$ cat config.mk
export PLATFORM = sky130hd
export DESIGN_NAME = gnt_xfer_mux
export DESIGN_NICKNAME = d
export VERILOG_FILES = /design/src/rtl/gnt_xfer_pkg.sv /design/src/rtl/gnt_xfer_mux_enc.sv /design/src/rtl/gnt_xfer_mux.sv
export SDC_FILE = /design/constraint.sdc
export NUM_CORES = 1
export LEC_CHECK = 0
export CAP_MARGIN = 20
export CORE_UTILIZATION = 44
export DETAILED_ROUTE_END_ITERATION = 8
export PLACE_DENSITY = 0.86
export RECOVER_POWER = 25
export SYNTH_ARGS = -nofsm -noshare
export SYNTH_HDL_FRONTEND = slang
export SYNTH_SLANG_ARGS = --single-unit
$ cat constraint.sdc
create_clock -name i_clk -period 3.5 [get_ports i_clk]
set_clock_uncertainty 0.05 [all_clocks]
set_input_delay 0.35 -clock i_clk [delete_from_list [all_inputs] [get_ports i_clk]]
set_output_delay 0.35 -clock i_clk [all_outputs]
set_load 0.05 [all_outputs]
$ cat src/rtl/gnt_xfer_pkg.sv
// Shared types and helpers for the grant-driven transfer mux.
package gnt_xfer_pkg;

  localparam int NUM_SRC = 3;

  typedef logic [1:0] src_idx_t;

  typedef enum logic {
    IDLE  = 1'b0,
    BURST = 1'b1
  } state_e;

  // True when more than one grant bit is set.
  function automatic logic onehot_multi(input logic [NUM_SRC-1:0] gnt);
    logic [NUM_SRC-1:0] w_dec;
    w_dec = gnt - {{(NUM_SRC-1){1'b0}}, 1'b1};
    return (gnt & w_dec) != '0;
  endfunction

endpackage

$ cat src/rtl/gnt_xfer_mux_enc.sv
// One-hot grant to index encoder; the lowest set bit wins when the grant is multi-hot.
module gnt_onehot_enc
  import gnt_xfer_pkg::*;
(
  input  logic [NUM_SRC-1:0] i_gnt,
  output src_idx_t           o_idx,
  output logic               o_any,
  output logic               o_multi
);

  always_comb begin
    o_idx = src_idx_t'(0);
    if (i_gnt[0])      o_idx = src_idx_t'(0);
    else if (i_gnt[1]) o_idx = src_idx_t'(1);
    else if (i_gnt[2]) o_idx = src_idx_t'(2);
  end

  assign o_any   = |i_gnt;
  assign o_multi = onehot_multi(i_gnt);

endmodule

$ cat src/rtl/gnt_xfer_mux.sv
// Moves beats from the granted source to one registered valid/ready stream, locking for a burst.
// Optional per-source accepted-beat counters are built when GNT_XFER_STATS_EN is defined.
//
//   state | meaning
//   IDLE  | follow gnt; first beat of a burst (or a single-beat burst)
//   BURST | serve the locked owner only; arb_hold asserted
module gnt_xfer_mux
  import gnt_xfer_pkg::*;
#(
  parameter int DATA_W    = 32,
  parameter int MAX_BURST = 8
) (
  input  logic                            i_clk,
  input  logic                            i_rst,
  input  logic [NUM_SRC-1:0]              i_gnt,
  input  logic [NUM_SRC-1:0]              i_src_valid,
  input  logic [NUM_SRC-1:0][DATA_W-1:0]  i_src_data,
  input  logic [NUM_SRC-1:0]              i_src_last,
  output logic [NUM_SRC-1:0]              o_src_ack,
  output logic                            o_out_valid,
  output logic [DATA_W-1:0]               o_out_data,
  output logic [1:0]                      o_out_src,
  output logic                            o_out_last,
  input  logic                            i_out_ready,
  output logic                            o_arb_hold,
  output logic                            o_gnt_err,
  output logic                            o_trunc_err
`ifdef GNT_XFER_STATS_EN
  ,
  output logic [15:0]                     o_beat_cnt0,
  output logic [15:0]                     o_beat_cnt1,
  output logic [15:0]                     o_beat_cnt2
`endif
);

  localparam int CNT_W = $clog2(MAX_BURST + 1);
  typedef logic [CNT_W-1:0] cnt_t;
  localparam cnt_t CNT_MAX = cnt_t'(MAX_BURST);

  state_e              r_state;
  src_idx_t            r_owner;
  cnt_t                r_cnt;
  logic                r_out_valid;
  logic [DATA_W-1:0]   r_out_data;
  src_idx_t            r_out_src;
  logic                r_out_last;
  logic                r_arb_hold;
  logic                r_gnt_err;
  logic                r_trunc_err;

  src_idx_t            w_sel;
  logic                w_gnt_any;
  logic                w_gnt_multi;
  logic                w_slot_free;
  state_e              w_state_nxt;
  src_idx_t            w_owner_nxt;
  cnt_t                w_cnt_nxt;
  cnt_t                w_cnt_inc;
  logic                w_load;
  src_idx_t            w_load_src;
  logic                w_load_last;
  logic                w_trunc;
  logic                w_gnt_err_set;
  logic [NUM_SRC-1:0]  w_ack;

  gnt_onehot_enc u_enc (
    .i_gnt   (i_gnt),
    .o_idx   (w_sel),
    .o_any   (w_gnt_any),
    .o_multi (w_gnt_multi)
  );

  assign w_slot_free = !r_out_valid || i_out_ready;
  assign w_cnt_inc   = r_cnt + cnt_t'(1);

  always_comb begin
    w_state_nxt   = r_state;
    w_owner_nxt   = r_owner;
    w_cnt_nxt     = r_cnt;
    w_load        = 1'b0;
    w_load_src    = r_owner;
    w_load_last   = 1'b0;
    w_trunc       = 1'b0;
    w_gnt_err_set = 1'b0;
    w_ack         = '0;

    case (r_state)
      IDLE: begin
        w_gnt_err_set = w_gnt_multi;
        if (w_gnt_any && i_src_valid[w_sel] && w_slot_free) begin
          w_load      = 1'b1;
          w_load_src  = w_sel;
          w_load_last = i_src_last[w_sel];
          w_owner_nxt = w_sel;
          w_cnt_nxt   = cnt_t'(1);
          if (!i_src_last[w_sel]) w_state_nxt = BURST;
        end
      end
      BURST: begin
        if (i_src_valid[r_owner] && w_slot_free) begin
          w_load     = 1'b1;
          w_load_src = r_owner;
          w_cnt_nxt  = w_cnt_inc;
          if (i_src_last[r_owner]) begin
            w_load_last = 1'b1;
            w_state_nxt = IDLE;
          end else if (w_cnt_inc == CNT_MAX) begin
            // Cut the burst here; the owner must win arbitration again to continue.
            w_load_last = 1'b1;
            w_trunc     = 1'b1;
            w_state_nxt = IDLE;
          end
        end
      end
      default: w_state_nxt = IDLE;
    endcase

    if (w_load) w_ack[w_load_src] = 1'b1;
  end

  always_ff @(posedge i_clk or posedge i_rst) begin
    if (i_rst) begin
      r_state     <= IDLE;
      r_owner     <= src_idx_t'(0);
      r_cnt       <= '0;
      r_arb_hold  <= 1'b0;
      r_gnt_err   <= 1'b0;
      r_trunc_err <= 1'b0;
    end else begin
      r_state     <= w_state_nxt;
      r_owner     <= w_owner_nxt;
      r_cnt       <= w_cnt_nxt;
      r_arb_hold  <= (w_state_nxt == BURST);
      r_gnt_err   <= r_gnt_err | w_gnt_err_set;
      r_trunc_err <= r_trunc_err | w_trunc;
    end
  end

  // Load and drain may coincide, giving one beat per cycle.
  always_ff @(posedge i_clk or posedge i_rst) begin
    if (i_rst) begin
      r_out_valid <= 1'b0;
      r_out_data  <= '0;
      r_out_src   <= src_idx_t'(0);
      r_out_last  <= 1'b0;
    end else if (w_load) begin
      r_out_valid <= 1'b1;
      r_out_data  <= i_src_data[w_load_src];
      r_out_src   <= w_load_src;
      r_out_last  <= w_load_last;
    end else if (i_out_ready) begin
      r_out_valid <= 1'b0;
    end
  end

`ifdef GNT_XFER_STATS_EN
  logic [15:0] r_beat_cnt [NUM_SRC];

  always_ff @(posedge i_clk or posedge i_rst) begin
    if (i_rst) begin
      for (int i = 0; i < NUM_SRC; i++) r_beat_cnt[i] <= '0;
    end else begin
      for (int i = 0; i < NUM_SRC; i++) begin
        if (r_out_valid && i_out_ready && (r_out_src == src_idx_t'(i)) &&
            (r_beat_cnt[i] != 16'hFFFF))
          r_beat_cnt[i] <= r_beat_cnt[i] + 16'd1;
      end
    end
  end

  assign o_beat_cnt0 = r_beat_cnt[0];
  assign o_beat_cnt1 = r_beat_cnt[1];
  assign o_beat_cnt2 = r_beat_cnt[2];
`endif

  // The ack is combinational, so it is gated by reset to keep it quiet while rst is held.
  assign o_src_ack   = i_rst ? '0 : w_ack;
  assign o_out_valid = r_out_valid;
  assign o_out_data  = r_out_data;
  assign o_out_src   = r_out_src;
  assign o_out_last  = r_out_last;
  assign o_arb_hold  = r_arb_hold;
  assign o_gnt_err   = r_gnt_err;
  assign o_trunc_err = r_trunc_err;

endmodule

==> results of run 1 <==
state kept, by name, indices dropped and copies added (netlist names):
register and count:
o_arb_hold 1, o_gnt_err 1, o_out_data 32, o_out_last 1, o_out_src 2, o_out_valid 1
o_trunc_err 1, r_cnt 4, r_owner 2
cells by family (layout without fill, tap and decap cells):
| family | Yosys count | in the layout |
|---|---|---|
| flip-flops | 45 | 45 |
| adder cells (fa/ha/maj) | 3 | 3 |
| AND/OR/NAND/NOR | 99 | 99 |
| buffers and inverters | 78 | 206 |
| multiplexers | 2 | 2 |
| XOR/XNOR | 1 | 1 |
| AO/OA/AOI/OAI | 155 | 155 |
cells in the mapped netlist, types with 2 or more instances:
cell / instances
nor2_1: 41
buf_6: 2
o21ai_1: 27
ha_1: 2
mux2i_1: 2
clkbuf_1: 22
o21ai_0: 14
nand2_1: 10
dfrtp_1: 45
a21oi_1: 36
buf_2: 15
a31oi_1: 66
a22o_1: 2
nor2b_1: 2
nor4_2: 2
and4_1: 32
inv_1: 38
a21o_1: 2
where the power goes:
| part | internal, mW | switching (mW) | leakage [nW] |
|---|---|---|---|
| registers | 0.751 | 0.145 | 0.517 |
| clock network | 0.142 | 0.173 | 0.0395 |
| logic | 0.608 | 1.08 | 1.40 |
routing by layer:
layer	wire length, um	vias to the layer above
met4	177	0
met1	3929	1635
met3	657	16
met2	4873	154
li1	-	1653
met5	0	-
path summary, 6_finish.rpt:
path / from / endpoint / slack, ps / cells past startpoint
setup / recovery: i_gnt[0] / o_src_ack[2] / 580 / 7
hold / removal: o_gnt_err$_DFF_PP0_ / o_gnt_err$_DFF_PP0_ / 420 / 1
setup reg to reg: o_arb_hold$_DFF_PP0_ / o_out_data[13]$_DFFE_PP0N_ / 1230 / 5
hold reg to reg: o_gnt_err$_DFF_PP0_ / o_gnt_err$_DFF_PP0_ / 420 / 1
max in group asynchronous: i_rst / o_out_data[5]$_DFFE_PP0N_ / 730 / 3
min in group asynchronous: i_rst / r_owner[1]$_DFFE_PP0N_ / 460 / 2
stage by stage:
step	area (sq um)	power (mW)	hold WS, ps	setup slack, ps	instances
CTS	4661	2.899	424.8	601.0	587
finish	4671	2.895	417.1	576.8	588
global placement	4581	2.546	392.0	629.0	579
floorplan	3044	1.927	444.4	369.8	383
global route	4671	3.043	451.7	238.7	588
detailed placement	4581	2.577	401.6	611.6	579
final cells by class:
| class | instances | area (sq um) |
|---|---|---|
| Timing Repair Buffer | 159 | 1599 |
| Tap cell | 77 | 96.34 |
| Sequential cell | 45 | 1126 |
| Clock buffer | 8 | 80.08 |
| Multi-Input combinational cell | 260 | 1623 |
| Inverter | 39 | 146.4 |
| Fill cell | 495 | 1824 |
==> results.ini, run 1 <==
[logic_synthesis]
synth-simple-area-share=0.1993
async_flop_share=1.000
synth_xor_area_frac=0.002877
synth.top_cell.area_share=0.3699
synthMuxAreaShare=0.006576
yosys.area.top_type=dfrtp_1
synth_ff_type=dfrtp_1
syn-num-nets=493
ys_seq_area_frac=0.3699
yosysWarningCount=0
syn_area_sq_um=3044
synth-adder-area-share=0.01151
synth_edf_count=0
synth_top_family_by_area=compound AO/OA/AOI/OAI gates
postSynthAreaPerCell_sq_um=7.948
synth_cells=383
synth_cell_types=41
synth_compound_area_frac=0.3025
synth_area_leaders=dfrtp_1 37%, a31oi_1 14%, and4_1 9.2%
yosys_register_bits=45

[place]
port-buffer-count=149
dp_hpwl_um=6393
place.gp.congestion=0.8466

[global_routing]
antenna_found_initial=0
gr-usage-met3=0.04377
grt-busiest-layer=met2
grt_start_max_net_pins=65
grt.overflow.total=0
grt_pass1_vias=3383
grt_pass1_wl_um=15930
met2_usage=0.4809
track_usage=0.2733
grtUsageMet1=0.3422

[cts]
clk_latency_ps=290
cts_hold_buf=0
cts_buffer_depth=2
cts-root-buf=clkbuf_8
cts_buffers=5
htree_levels=2
cts.sinks=45
clk_pin_slew_ps=80
cts_tree=built
cts_setup_buffers=0
cts-resized-gates=0

[timing]
layout_min_cycle_time_ps=2923
rsz0062_at_grt=no
setup_viol=0
relSlewSlack=-0.2433
fmaxAchievable_mhz=342.1
final_max_slew_viol_count=41
final_hold_viol_count=0
final.period_utilization=0.8352
fin_tns_setup_ps=0
tightest_slew_ps=1865

[drt]
drc_errors=0
drt_iter0_drc=148
wl_um=9638
drt.antenna.violating_nets=0
vias=3458
avgViaCountPerCell=5.881
drt-pass1-iter-count=4
wl_per_cell_um=16.39

[run_status]
status=complete, but fails checks
violations=max-capacitance violations, max-slew violations

[die]
core_area_sq_um=6495
rows=29
die_height_um=85.18
io_pins=150
die-area_sq_um=7255
initial_core_util=0.4687
dieWidth_um=85.18

[critical_path]
path_class=in2out
crit_required_ps=3100
arrival_ps=2520
cpPeakStageDelay_ps=510
slowest_stage=clkdlybuf4s50_1
cp-start-kind=input pin
crit_chain=clkdlybuf4s50_1, nor2b_1, or3_4, a221oi_4, inv_2, nor4_2, buf_12
crit_family=simple AND/OR/NAND/NOR gates
cp_num_buf_inv=3
worst-path-max-fanout=19
worstSetupEndpointType=output pin

[power_and_ir_drop]
max-vdd-ir-drop_uv=421.7
p_leak_nw=1.953
power_density_nw_per_um2=619.8

[flow_run]
max_cap_viol_count=1

[cells_and_area]
layout-drive-gt1-share=0.05871
areaGrowthSynthToFinish_pct=53.43
layout_commonest_cell=clkdlybuf4s50_1
finalNetCount=620
diodes=0
final_cell_mix=145 x clkdlybuf4s50_1, 66 x a31oi_1, 45 x dfrtp_1
finish.utilization=0.7191

[min_path]
hp-class=reg2reg

No activity file was read; power rests on OpenSTA's default activity.
==> run 2, diff against run 1 <==
CORE_UTILIZATION = 37   (was 44)
PLACE_DENSITY = 0.77   (was 0.86)
clock period = 2.65 ns   (was 3.5 ns; I/O delays follow)
==> run 2 against run 1 <==
- worst setup slack got worse by 480 ps
- critical path depth fell by 1
- clock-buffer cell count fell by 3
- final area rose by 3.5%
- core utilization fell by 10 points
- cell count rose by 5.4%
- via count fell by 1.6%
- critical endpoint unchanged
- largest cell class is now non-clock buffers
- hold slack improved by 2.9 ps
- the run now ends clean
- sequential power rose by 33%
- non-clock buffer count rose by 7
==> results.ini, run 2 (same netlist as run 1, synthesis figures left out) <==
[die]
dieWidth_um=92.71  ; +8.8%
initial_core_util=0.3879  ; -0.08078
io_pins=150  ; unchanged
rows=32  ; +10%
core_area_sq_um=7848  ; +21%
die_height_um=92.71  ; +8.8%
die-area_sq_um=8594  ; +18%

[timing]
setup_ws_ps=92.28  ; -484.5 ps
final_max_slew_viol_count=0  ; -100%
fin_tns_setup_ps=0  ; unchanged
setup_viol=0  ; unchanged
fmaxAchievable_mhz=391.0
relSlewSlack=0.4563  ; +0.6996
final_hold_viol_count=0  ; unchanged
finalHoldWorstSlack_ps=420.0  ; +2.936 ps
layout_min_cycle_time_ps=2558
tightest_slew_ps=814.6  ; -1050 ps
rsz0062_at_grt=no
final.period_utilization=0.9652

[critical_path]
reg2reg_slack_ps=400  ; -830 ps
r2r-start=o_out_valid$_DFFE_PP0P_
crit_chain=nor2b_1, buf_4, or4_2, and3_2, nor4_4, buf_12
r2r_end=o_out_data[23]$_DFFE_PP0N_
crit_required_ps=2340  ; -760 ps
cpPeakStageDelay_ps=550  ; +40 ps
path_class=reg2out
slowest_stage=or4_2
arrival_ps=2240  ; -280 ps
worstSetupEndpointType=output pin
ff2ff_path_depth=7  ; +2
cp-start-kind=flip-flop
worst-path-max-fanout=6  ; -13

[min_path]
hp-class=reg2reg
holdCritStartpoint=o_gnt_err$_DFF_PP0_
hold_path_depth=1  ; unchanged
hold_path_end=o_gnt_err$_DFF_PP0_

[cells_and_area]
stdcell_count=620  ; +5.4%
largest_reg_flops=32  ; unchanged
final_cell_mix=144 x clkdlybuf4s50_1, 66 x a31oi_1, 43 x dfrtp_1
finalNetCount=627  ; +1.1%
layout_commonest_cell=clkdlybuf4s50_1
areaGrowthSynthToFinish_pct=58.86
layout-drive-gt1-share=0.08687  ; +0.02816
diodes=0  ; unchanged

[global_routing]
grt_pass1_wl_um=15640  ; -1.8%
grt_pass1_vias=3334  ; -1.4%
antenna_found_initial=0  ; unchanged
grt.overflow.total=0  ; unchanged
grt_start_max_net_pins=65  ; unchanged
track_usage=0.2282  ; -0.04510

[cts]
cts-root-buf=clkbuf_8
cts.sinks=45  ; unchanged
htree_levels=2  ; unchanged
clk_latency_ps=300  ; about the same
clk_pin_slew_ps=90  ; about the same
cts_tree=built
cts_buffers=5  ; unchanged
cts_buffer_depth=2  ; unchanged
cts_setup_buffers=0  ; unchanged

[drt]
drt_iter0_drc=127  ; -14%
drc_errors=0  ; unchanged
vias=3404  ; -1.6%
wl_um=9626  ; -0.12%
drt.antenna.violating_nets=0  ; unchanged
wl_per_cell_um=15.53  ; -5.3%
avgViaCountPerCell=5.490  ; -6.6%
drt-pass1-iter-count=4  ; unchanged

[power_and_ir_drop]
p_int_mw=2.174  ; +45%
p_sw_frac=0.4618  ; -0.01993
power_frac_seq=0.294  ; -0.015
p_leak_nw=2.032  ; +4.1%
p_switching_mw=1.865  ; +34%
max-vdd-ir-drop_uv=369.7  ; -12%
p_comb_frac=0.549  ; -0.033
power_density_nw_per_um2=835.1  ; +35%
power_frac_clock=0.158  ; +0.049

[run_status]
status=complete, no violations

[place]
pre_cts_ws_ps=39.80  ; -571.8 ps
dp_hpwl_um=6932  ; +8.4%
place.gp.congestion=0.8279  ; -2.2%
dpl.cell_count=612  ; +5.7%
port-buffer-count=149  ; unchanged

[flow_run]
max_cap_viol_count=0  ; -1

-- run 2: cell count changes in the layout (fill, tap and decap cells not counted), moves of 2 or more --
cell       before  now
dfrtp_2         0    2
nor4_4          0    2
clkbuf_1        3    0
buf_4           9   16
nor4_2          2    0
bufinv_16       0    2
dfrtp_1        45   43
-- run 2: through the flow --
| step | util | power, mW | cell area (sq um) |
|---|---|---|---|
| after floorplan | - | 2.545 | 3070 |
| after global placement | 0.6001 | 3.380 | 4710 |
| after detailed placement | 0.6001 | 3.423 | 4710 |
| after CTS | 0.6177 | 4.070 | 4847 |
| after global routing | 0.6162 | 4.237 | 4836 |
| final | 0.6162 | 4.039 | 4836 |
-- run 2: cell type report --
type                       count  area [sq um]
tap                          102         127.6
multi-input combinational    260          1647
clock inverter                 3         68.82
fill                         684          3012
timing repair buffer         166          1649
inverter                      39         146.4
sequential                    45          1129
clock buffer                   5         68.82
-- run 2: per-layer routing --
layer | GRT usage | share of wire
met5 | 0 | 0
met4 | 0.05769 | 0.013
met3 | 0.03777 | 0.054
met2 | 0.4117 | 0.51
met1 | 0.2815 | 0.42
-- run 2: worst max-delay path by stage --
stage	startpoint	to	slack (ps)	cells after the start
final	o_out_valid$_DFFE_PP0P_	o_src_ack[2]	90	6
after global placement	i_gnt[2]	o_src_ack[2]	80	6
after detailed placement	i_gnt[2]	o_src_ack[2]	40	6
after floorplan	o_out_valid$_DFFE_PP0P_	o_src_ack[2]	2	6
after global routing	o_out_valid$_DFFE_PP0P_	o_src_ack[0]	10	7
after CTS	o_out_valid$_DFFE_PP0P_	o_src_ack[2]	20	7
-- run 2: worst max-delay path, delay by kind of cell, from the launching register on --
family | cells | cell delay, ps
simple gates | 4 | 1200
buf+inv | 2 | 340
flops | 1 | 410
-- run 2: what timing repair did --
action                     in CTS  in global routing
setup endpoints to repair       0                  2
hold buffers                    0                  0
resized for setup               0                  2
-- run 2: power by group through the flow --
stage	Combinational [mW]	Clock [mW]	Sequential [mW]
floorplan	0.372	0	2.17
global placement	2.19	0	1.19
detailed placement	2.23	0	1.20
CTS	2.23	0.652	1.19
global route	2.33	0.680	1.23
finish	2.22	0.637	1.19
